$ cat config.mk
export PLATFORM = sky130hd
export DESIGN_NAME = dmem_arbiter
export DESIGN_NICKNAME = d
export VERILOG_FILES = /design/src/rtl/dmem_arbiter.sv
export SDC_FILE = /design/constraint.sdc
export NUM_CORES = 1
export LEC_CHECK = 0
export CAP_MARGIN = 25
export CORE_MARGIN = 2
export CORE_UTILIZATION = 44
export CTS_CLUSTER_SIZE = 12
export DETAILED_ROUTE_END_ITERATION = 7
export HOLD_SLACK_MARGIN = 0.15
export PLACE_DENSITY = 0.83
export SETUP_SLACK_MARGIN = 0.05
export SKIP_CTS_REPAIR_TIMING = 1
export SLEW_MARGIN = 20
export SYNTH_ARGS = -nofsm -noshare
export SYNTH_HDL_FRONTEND = slang
export SYNTH_SLANG_ARGS = --single-unit
$ cat constraint.sdc
create_clock -name clock -period 5.7 [get_ports clock]
set_input_delay 0.57 -clock clock [delete_from_list [all_inputs] [get_ports clock]]
set_output_delay 0.57 -clock clock [all_outputs]
set_load 0.005 [all_outputs]
$ cat src/rtl/dmem_arbiter.sv
`default_nettype none
// ============================================================================
// Module   : dmem_arbiter
// Purpose  : Two-requester arbiter and sequencer for the single-port,
//            byte-addressed data memory. Requester 0 is the core load/store
//            path, requester 1 the program/debug loader. One access is
//            accepted through valid/ready, driven onto the memory port for
//            exactly one cycle, and answered with a one-cycle response pulse
//            (read data or range error) to the requester that owns it.
//            Fixed latency: accept N, memory access N+1, response N+2.
// Ports    : clock      - system clock, rising edge
//            reset      - asynchronous, active-low reset
//            req_valid  - [i] requester i has a pending access
//            req_ready  - [i] requester i accepted this cycle (combinational)
//            req_we     - [i] 1 = store, 0 = load
//            req_size   - [3i+:3] access type code
//            req_addr   - [32i+:32] byte address
//            req_wdata  - [32i+:32] store data
//            rsp_valid  - [i] one-cycle response pulse to requester i
//            rsp_err    - response qualifier: access was out of range
//            rsp_rdata  - load data (0 for stores and errors)
//            mem_addr/mem_wdata/mem_size/mem_wr - memory port
//            mem_rdata  - combinational read data from memory
// Revision : 1.0 - initial release
// ============================================================================
module dmem_arbiter #(
    parameter int MEM_BYTES  = 32,
    parameter int FIXED_PRIO = 0
) (
    input  logic        clock,
    input  logic        reset,
    input  logic [1:0]  req_valid,
    output logic [1:0]  req_ready,
    input  logic [1:0]  req_we,
    input  logic [5:0]  req_size,
    input  logic [63:0] req_addr,
    input  logic [63:0] req_wdata,
    output logic [1:0]  rsp_valid,
    output logic        rsp_err,
    output logic [31:0] rsp_rdata,
    output logic [31:0] mem_addr,
    output logic [31:0] mem_wdata,
    output logic [2:0]  mem_size,
    output logic        mem_wr,
    input  logic [31:0] mem_rdata
);

    // Access type codes
    localparam logic [2:0] c_LB_SB = 3'd0;
    localparam logic [2:0] c_LH_SH = 3'd1;
    localparam logic [2:0] c_LW_SW = 3'd2;
    localparam logic [2:0] c_LBU   = 3'd4;
    localparam logic [2:0] c_LHU   = 3'd5;

    typedef enum logic [1:0] {
        S_IDLE   = 2'd0,
        S_ACCESS = 2'd1,
        S_RESP   = 2'd2
    } state_t;

    state_t      r_state;
    state_t      w_state_nxt;

    logic        r_rr_ptr;
    logic        r_gid;
    logic        r_we;
    logic [2:0]  r_size;
    logic [31:0] r_addr;
    logic [31:0] r_wdata;
    logic        r_err;
    logic [31:0] r_rdata;

    logic        w_gid;
    logic        w_accept;
    logic        w_sel_we;
    logic [2:0]  w_sel_size;
    logic [31:0] w_sel_addr;
    logic [31:0] w_sel_wdata;
    logic [32:0] w_bytes;
    logic [32:0] w_end;
    logic        w_err;

    // ------------------------------------------------------------------
    // Arbitration and range check of the request that would be accepted
    // ------------------------------------------------------------------
    always_comb begin
        w_gid = 1'b0;
        case (req_valid)
            2'b10:   w_gid = 1'b1;
            2'b11:   w_gid = (FIXED_PRIO != 0) ? 1'b0 : r_rr_ptr;
            default: w_gid = 1'b0;
        endcase

        // reset gates ready so that outputs are idle while reset is held
        w_accept    = (r_state == S_IDLE) && (|req_valid) && reset;

        w_sel_we    = w_gid ? req_we[1]          : req_we[0];
        w_sel_size  = w_gid ? req_size[5:3]      : req_size[2:0];
        w_sel_addr  = w_gid ? req_addr[63:32]    : req_addr[31:0];
        w_sel_wdata = w_gid ? req_wdata[63:32]   : req_wdata[31:0];

        case (w_sel_size)
            c_LB_SB, c_LBU: w_bytes = 33'd1;
            c_LH_SH, c_LHU: w_bytes = 33'd2;
            c_LW_SW:        w_bytes = 33'd4;
            default:        w_bytes = 33'd1;
        endcase

        // 33-bit sum: an address near the top of the space cannot wrap
        w_end = {1'b0, w_sel_addr} + w_bytes;
        w_err = (w_end > 33'(MEM_BYTES));
    end

    // ------------------------------------------------------------------
    // State register
    // ------------------------------------------------------------------
    always_ff @(posedge clock or negedge reset) begin
        if (!reset) begin
            r_state <= S_IDLE;
        end else begin
            r_state <= w_state_nxt;
        end
    end

    // ------------------------------------------------------------------
    // Next state and outputs
    // ------------------------------------------------------------------
    always_comb begin
        w_state_nxt = r_state;
        req_ready   = 2'b00;
        rsp_valid   = 2'b00;
        rsp_err     = 1'b0;
        rsp_rdata   = 32'd0;
        mem_wr      = 1'b0;
        mem_addr    = 32'd0;
        mem_wdata   = 32'd0;
        mem_size    = c_LW_SW;

        case (r_state)
            S_IDLE: begin
                if (w_accept) begin
                    req_ready   = w_gid ? 2'b10 : 2'b01;
                    w_state_nxt = S_ACCESS;
                end
            end
            S_ACCESS: begin
                mem_addr    = r_addr;
                mem_wdata   = r_wdata;
                mem_size    = r_size;
                mem_wr      = r_we & ~r_err;
                w_state_nxt = S_RESP;
            end
            S_RESP: begin
                rsp_valid   = r_gid ? 2'b10 : 2'b01;
                rsp_err     = r_err;
                rsp_rdata   = r_rdata;
                w_state_nxt = S_IDLE;
            end
            default: begin
                w_state_nxt = S_IDLE;
            end
        endcase
    end

    // ------------------------------------------------------------------
    // Latched access, round-robin pointer and read data capture
    // ------------------------------------------------------------------
    always_ff @(posedge clock or negedge reset) begin
        if (!reset) begin
            r_rr_ptr <= 1'b0;
            r_gid    <= 1'b0;
            r_we     <= 1'b0;
            r_size   <= 3'd0;
            r_addr   <= 32'd0;
            r_wdata  <= 32'd0;
            r_err    <= 1'b0;
            r_rdata  <= 32'd0;
        end else begin
            if (w_accept) begin
                r_gid    <= w_gid;
                r_we     <= w_sel_we;
                r_size   <= w_sel_size;
                r_addr   <= w_sel_addr;
                r_wdata  <= w_sel_wdata;
                r_err    <= w_err;
                // pointer always ends up on the requester that lost
                r_rr_ptr <= ~w_gid;
            end
            if (r_state == S_ACCESS) begin
                r_rdata <= (!r_we && !r_err) ? mem_rdata : 32'd0;
            end
        end
    end

endmodule
`default_nettype wire

# Word level (Yosys, flattened, before mapping)

Index checks and enable logic that the tools add are counted.

Output and inout bits: 105
Latch bits: 0
Word-level logic and storage cells: 50
Input port bits: 172
Flip-flop bits (word level): 105
RAM bits: 0
Bits in read-only memories: 0
Memories kept: 0

Mux-type cells: 20
$lt $le $gt $ge: 1
Div/mod/pow operators: 0
Equal/unequal tests: 8
Multiply operators: 0
Bitwise logic cells: 3
Shift operators: 0
Reductions and logical operators: 8
Add/subtract/negate cells: 1

Operators by type and width:

| operator              | number |
|---|---|
| $mux W32              | 6 |
| $add A32 B33 Y33      | 1 |
| $gt A33 B6 Y1 const B | 1 |
| $mux W2               | 6 |
| $eq A2 B2 Y1 const B  | 3 |
| $mux W3               | 2 |
| $pmux W3 S2           | 1 |
| $pmux W2 S2           | 1 |
| $reduce_or A2 Y1      | 2 |
| $eq A3 B1 Y1 const B  | 1 |
| $eq A3 B2 Y1 const B  | 1 |
| $eq A3 B3 Y1 const B  | 1 |
| $logic_and A1 B1 Y1   | 3 |
| $mux W1               | 3 |
| $eq A2 B1 Y1 const B  | 1 |
| $logic_not A1 Y1      | 2 |
| $logic_not A2 Y1      | 1 |
| $ne A2 B2 Y1 const B  | 1 |
| $not A1 Y1            | 2 |
| $pmux W1 S2           | 1 |
| $and A1 B1 Y1         | 1 |

# Depth between registers and ports, before layout

Word-level depth: 8
Gate-level depth with buffers: 19
Mapped depth without buffers: 15

# Worst setup path before layout

No wires, ideal clock.

Kind: input to register
From: input req_valid[0]
To: register r_err
Library setup time: 0.136 ns
Stages on the path: 18
Data arrival time: 4.314 ns
Path buffers: 4
Data required time: 5.564 ns
Path slack: 1.251 ns
Cells stage by stage: nor2b_1 > buf_6 > nor2_8 > buf_6 > buf_2 > buf_1 > mux2i_1 > nor2b_1 > nor2_1 > ha_1 > fa_1 > a21oi_1 > or3_1 > a21oi_1 > or4_4 > a2111oi_2 > nor4b_2 > a31oi_1

Longest elaborated chain between the ends: 8
Elaborated cells between the ends (all ways): 15
Those cells by class: 1 x add/sub; 1 x order compare; 5 x eq/ne; 4 x mux; 4 x reduce/logical

RTL lines:

| what                                         | line | source |
|---|---|---|
| start, declared                              | 32   | `input logic [1:0] req_valid,` |
| $eq A2 B2 Y1                                 | 88   | `case (req_valid)` |
| $pmux W1 S2                                  | 88   |  |
| $mux W3                                      | 98   | `w_sel_size = w_gid ? req_size[5:3] : req_size[2:0];` |
| $eq A3 B1 Y1 or $eq A3 B3 Y1 (tied branches) | 102  | `case (w_sel_size)` |
| $reduce_or A2 Y1                             | 102  |  |
| $pmux W3 S2                                  | 102  |  |
| $add A32 B33 Y33                             | 110  | `w_end = {1'b0, w_sel_addr} + w_bytes;` |
| $gt A33 B6 Y1                                | 111  | `w_err = (w_end > 33'(MEM_BYTES));` |
| end signal, assigned                         | 185  | `r_err <= w_err;` |
| end, declared                                | 70   | `logic r_err;` |

Parallel ways exist; a longest one is shown, timed or not.
A chain may end at the register's enable or synchronous reset.

# Worst setup path in the final report

Same ends and word-level chain as after synthesis.

==> results.cfg <==
[floorplan]
start_util_pct = 45.0
die_h_um = 126
number_of_placement_rows = 44
design.die.area_um2 = 15800
die_w_um = 126
fp.coreArea_um2 = 14500
design.portCount = 277

[setup_path]
worstReg2RegStart = r_rr_ptr$_DFFE_PN0P_
timing_worst_setup_path_type = primary input to flop
critical-path-top-delay-family = simple AND/OR/NAND/NOR gates
timing.critical_path.arrival_ps = 4740
critPathLaunchType = primary input
worst_path_most_repeated_cell = sky130_fd_sc_hd__nor2_1
critical-path-slowest-cell = sky130_fd_sc_hd__or4_4
critical_path_peak_fanout = 37
cell_by_cell_listing_of_the_critical_path = clkdlybuf4s50_1 -> nand2b_1 -> nand2_4 -> nor3_1 -> nor2_1 -> nor2_1 -> nor2_1 -> ha_1 -> fa_1 -> a21oi_1 -> or3_1 -> a21oi_1 -> or4_4 -> a2111oi_2 -> nor4b_2 -> a31oi_1
end_kind = flop
crit_required_ps = 5920
timing.rr.end = r_err$_DFFE_PN0P_
crit_start = req_valid[0]
critical-path-max-stage-delay_ps = 560
reg2regPathDepth = 15
crit_buf_inv = 1
reg2reg_setup_slack_ps = 1390

[sta]
drv_slew = 0
max-slew-margin-rel_pct = 36.8
timing.final.setup_violations = 0
hold_violations = 0
skew_ps = 11.1
fmax_mhz = 221
worstMarginPinSlew_ps = 944
rsz_0062_raised_after_global_routing = false
fin_tns_setup_ps = 0
min_period_ps = 4520
period_utilisation_layout_pct = 79.4

[global_route]
first_pass_grt_wire_length_mm = 34.5
vias_in_the_first_global_route = 6482
grt_start_max_net_pins = 87
number_of_antenna_violations_at_the_first_check_in_global_routing = 0
grt_usage_pct = 27.1
grt-ovfl-total = 0

[synthesis]
proportion_of_netlist_area_held_by_the_largest_area_contributor_pct = 40.2
synth_fp_nets = 944
synth_area_um2 = 6540
fraction_of_synthesis_flops_using_an_asynchronous_set_or_reset_pin_pct = 100
synth_edf_count = 0
synthTopCellsByArea = sky130_fd_sc_hd__dfrtp_1 40%, sky130_fd_sc_hd__and2_1 9.9%, sky130_fd_sc_hd__nand2_1 7.6%, sky130_fd_sc_hd__a22o_1 4.4%, sky130_fd_sc_hd__a31oi_1 4.0%
post_synth.cell_area_avg_um2 = 8.51
ys_seq_area_share_pct = 40.2
netlist.top_cell.by_area = sky130_fd_sc_hd__dfrtp_1
synth-seq-cells = 105
ys.flop_type = sky130_fd_sc_hd__dfrtp_1
post_synth_inst_count = 768
synth_cell_type_count = 74
number_of_synthesis_warnings = 0

[place]
gpl.final_weighted_congestion = 0.912
place.detailed.instances = 1184
buffer_ports.inserted = 276
dp.final_hpwl_mm = 16.4

[cells_and_area]
layout-drive-gt1-share_pct = 5.22
areaGrowthSynthToFinish_pct = 47.5
finalNonFillerCells = 1200
fillerInstances = 1231
diodes = 0
layout.nets = 1187

[pwr]
total_power_w = 0.00224
ir_drop_v = 0.000152
static-leakage-power_nw = 4.03
power.density_nw_per_um2 = 232

[route]
drt-wirelength-per-cell_um = 18.3
route.detailed.vias_per_inst = 5.64
initialDrtViolationCount = 487
route.antenna.remaining_nets = 0
first_pass_iters = 5
dr_vias = 6764
drc = 0
totalWireLength_mm = 22.0

[run_status]
outcome = finished, final reports clean

[clocking]
clk_latency_ps = 350
cts.sinks = 105
clk_path_buf_depth = 2
cts_root_buffer = sky130_fd_sc_hd__clkbuf_16
cts_max_level = 3
clk_pin_slew_worst_paths_ps = 80
cts_buffers = 9
tritoncts = built

[hold_path]
worst_hold_path_type = primary input to async pin

[run]
max_cap_viol_count = 0
[worst max-delay path by stage]
stage,cells after the start,end
6_report,16,r_err$_DFFE_PN0P_
5_1_grt,16,r_err$_DFFE_PN0P_
4_1_cts,16,r_err$_DFFE_PN0P_
3_5_place_dp,16,r_err$_DFFE_PN0P_
3_3_place_gp,16,r_err$_DFFE_PN0P_
2_1_floorplan,18,r_err$_DFFE_PN0P_
[per-layer routing]
| layer | GRT usage, % | wire length, um |
|---|---|---|
| met1 | 35.9 | 9400 |
| met2 | 43.9 | 10200 |
| met3 | 5.40 | 1710 |
| met4 | 10.3 | 645 |
| met5 | 0 | 0 |
[report_power, final]
| group | switching (W) | internal [W] |
|---|---|---|
| registers | 0.0000678 | 0.000875 |
| logic | 0.000344 | 0.000348 |
| clock network | 0.000282 | 0.000322 |
| total | 0.000694 | 0.00155 |
[cell type report]
cell class,instances,area [um^2],area share (%)
multi-input combinational,601,3630,37.6
timing repair buffer,285,2830,29.3
sequential,105,2630,27.3
clock buffer,11,253,2.62
tap,184,230,2.39
inverter,9,38.8,0.402
clock inverter,5,37.5,0.389
[state kept, by name (all words and copies together) (netlist names)]
register  cells
r_addr       32
r_rdata      32
r_wdata      32
r_size        3
r_state       2
r_err         1
r_gid         1
r_rr_ptr      1
r_we          1
[synth_stat cells (all sizes together) (14+ instances only)]
cell type / count
a21oi: 14
mux2i: 24
and2: 103
nor2: 62
o21ai: 40
nor3: 21
nand2: 133
clkbuf: 38
buf: 15
nand3: 27
dfrtp: 105
a31oi: 42
a22o: 33
[stage by stage]
stage	utilization [%]	setup WS [ps]	cell area, um^2	hold WS, ps
finish	66.3	1180	9640	164
floorplan	-	1250	6540	274
CTS	66.3	1210	9640	181
global placement	64.3	973	9350	451
detailed placement	64.3	843	9350	462
global route	66.3	805	9640	199
[kinds of logic after synthesis]
family | count (synthesis) | synth area share (%)
AND/OR/NAND/NOR | 391 | 30.2
AO/OA/AOI/OAI | 172 | 18.7
flip-flops | 105 | 40.2
buffers and inverters | 62 | 4.57
multiplexers | 26 | 4.40
XOR/XNOR | 8 | 1.07
adder cells (fa/ha/maj) | 4 | 0.880
[cell usage in the layout (no fill, tap or decap), types with 3 or more instances in the layout]
master / instances
sky130_fd_sc_hd__nor3_1: 19
sky130_fd_sc_hd__a22o_1: 33
sky130_fd_sc_hd__a22oi_1: 3
sky130_fd_sc_hd__xor2_1: 5
sky130_fd_sc_hd__clkdlybuf4s50_1: 275
sky130_fd_sc_hd__a21oi_1: 12
sky130_fd_sc_hd__a31oi_1: 42
sky130_fd_sc_hd__a21o_1: 6
sky130_fd_sc_hd__inv_1: 7
sky130_fd_sc_hd__o21ai_0: 38
sky130_fd_sc_hd__ha_1: 3
sky130_fd_sc_hd__nand3_1: 26
sky130_fd_sc_hd__and2_1: 103
sky130_fd_sc_hd__buf_4: 10
sky130_fd_sc_hd__nor2_1: 61
sky130_fd_sc_hd__clkbuf_16: 9
sky130_fd_sc_hd__dfrtp_1: 105
sky130_fd_sc_hd__nand2b_1: 3
sky130_fd_sc_hd__mux2i_1: 22
sky130_fd_sc_hd__nand4_1: 11
sky130_fd_sc_hd__nor2b_1: 3
sky130_fd_sc_hd__nand2_1: 131
sky130_fd_sc_hd__or3_1: 5
sky130_fd_sc_hd__xnor2_1: 3
sky130_fd_sc_hd__and3_1: 7
No activity file was read; power rests on OpenSTA's default activity.
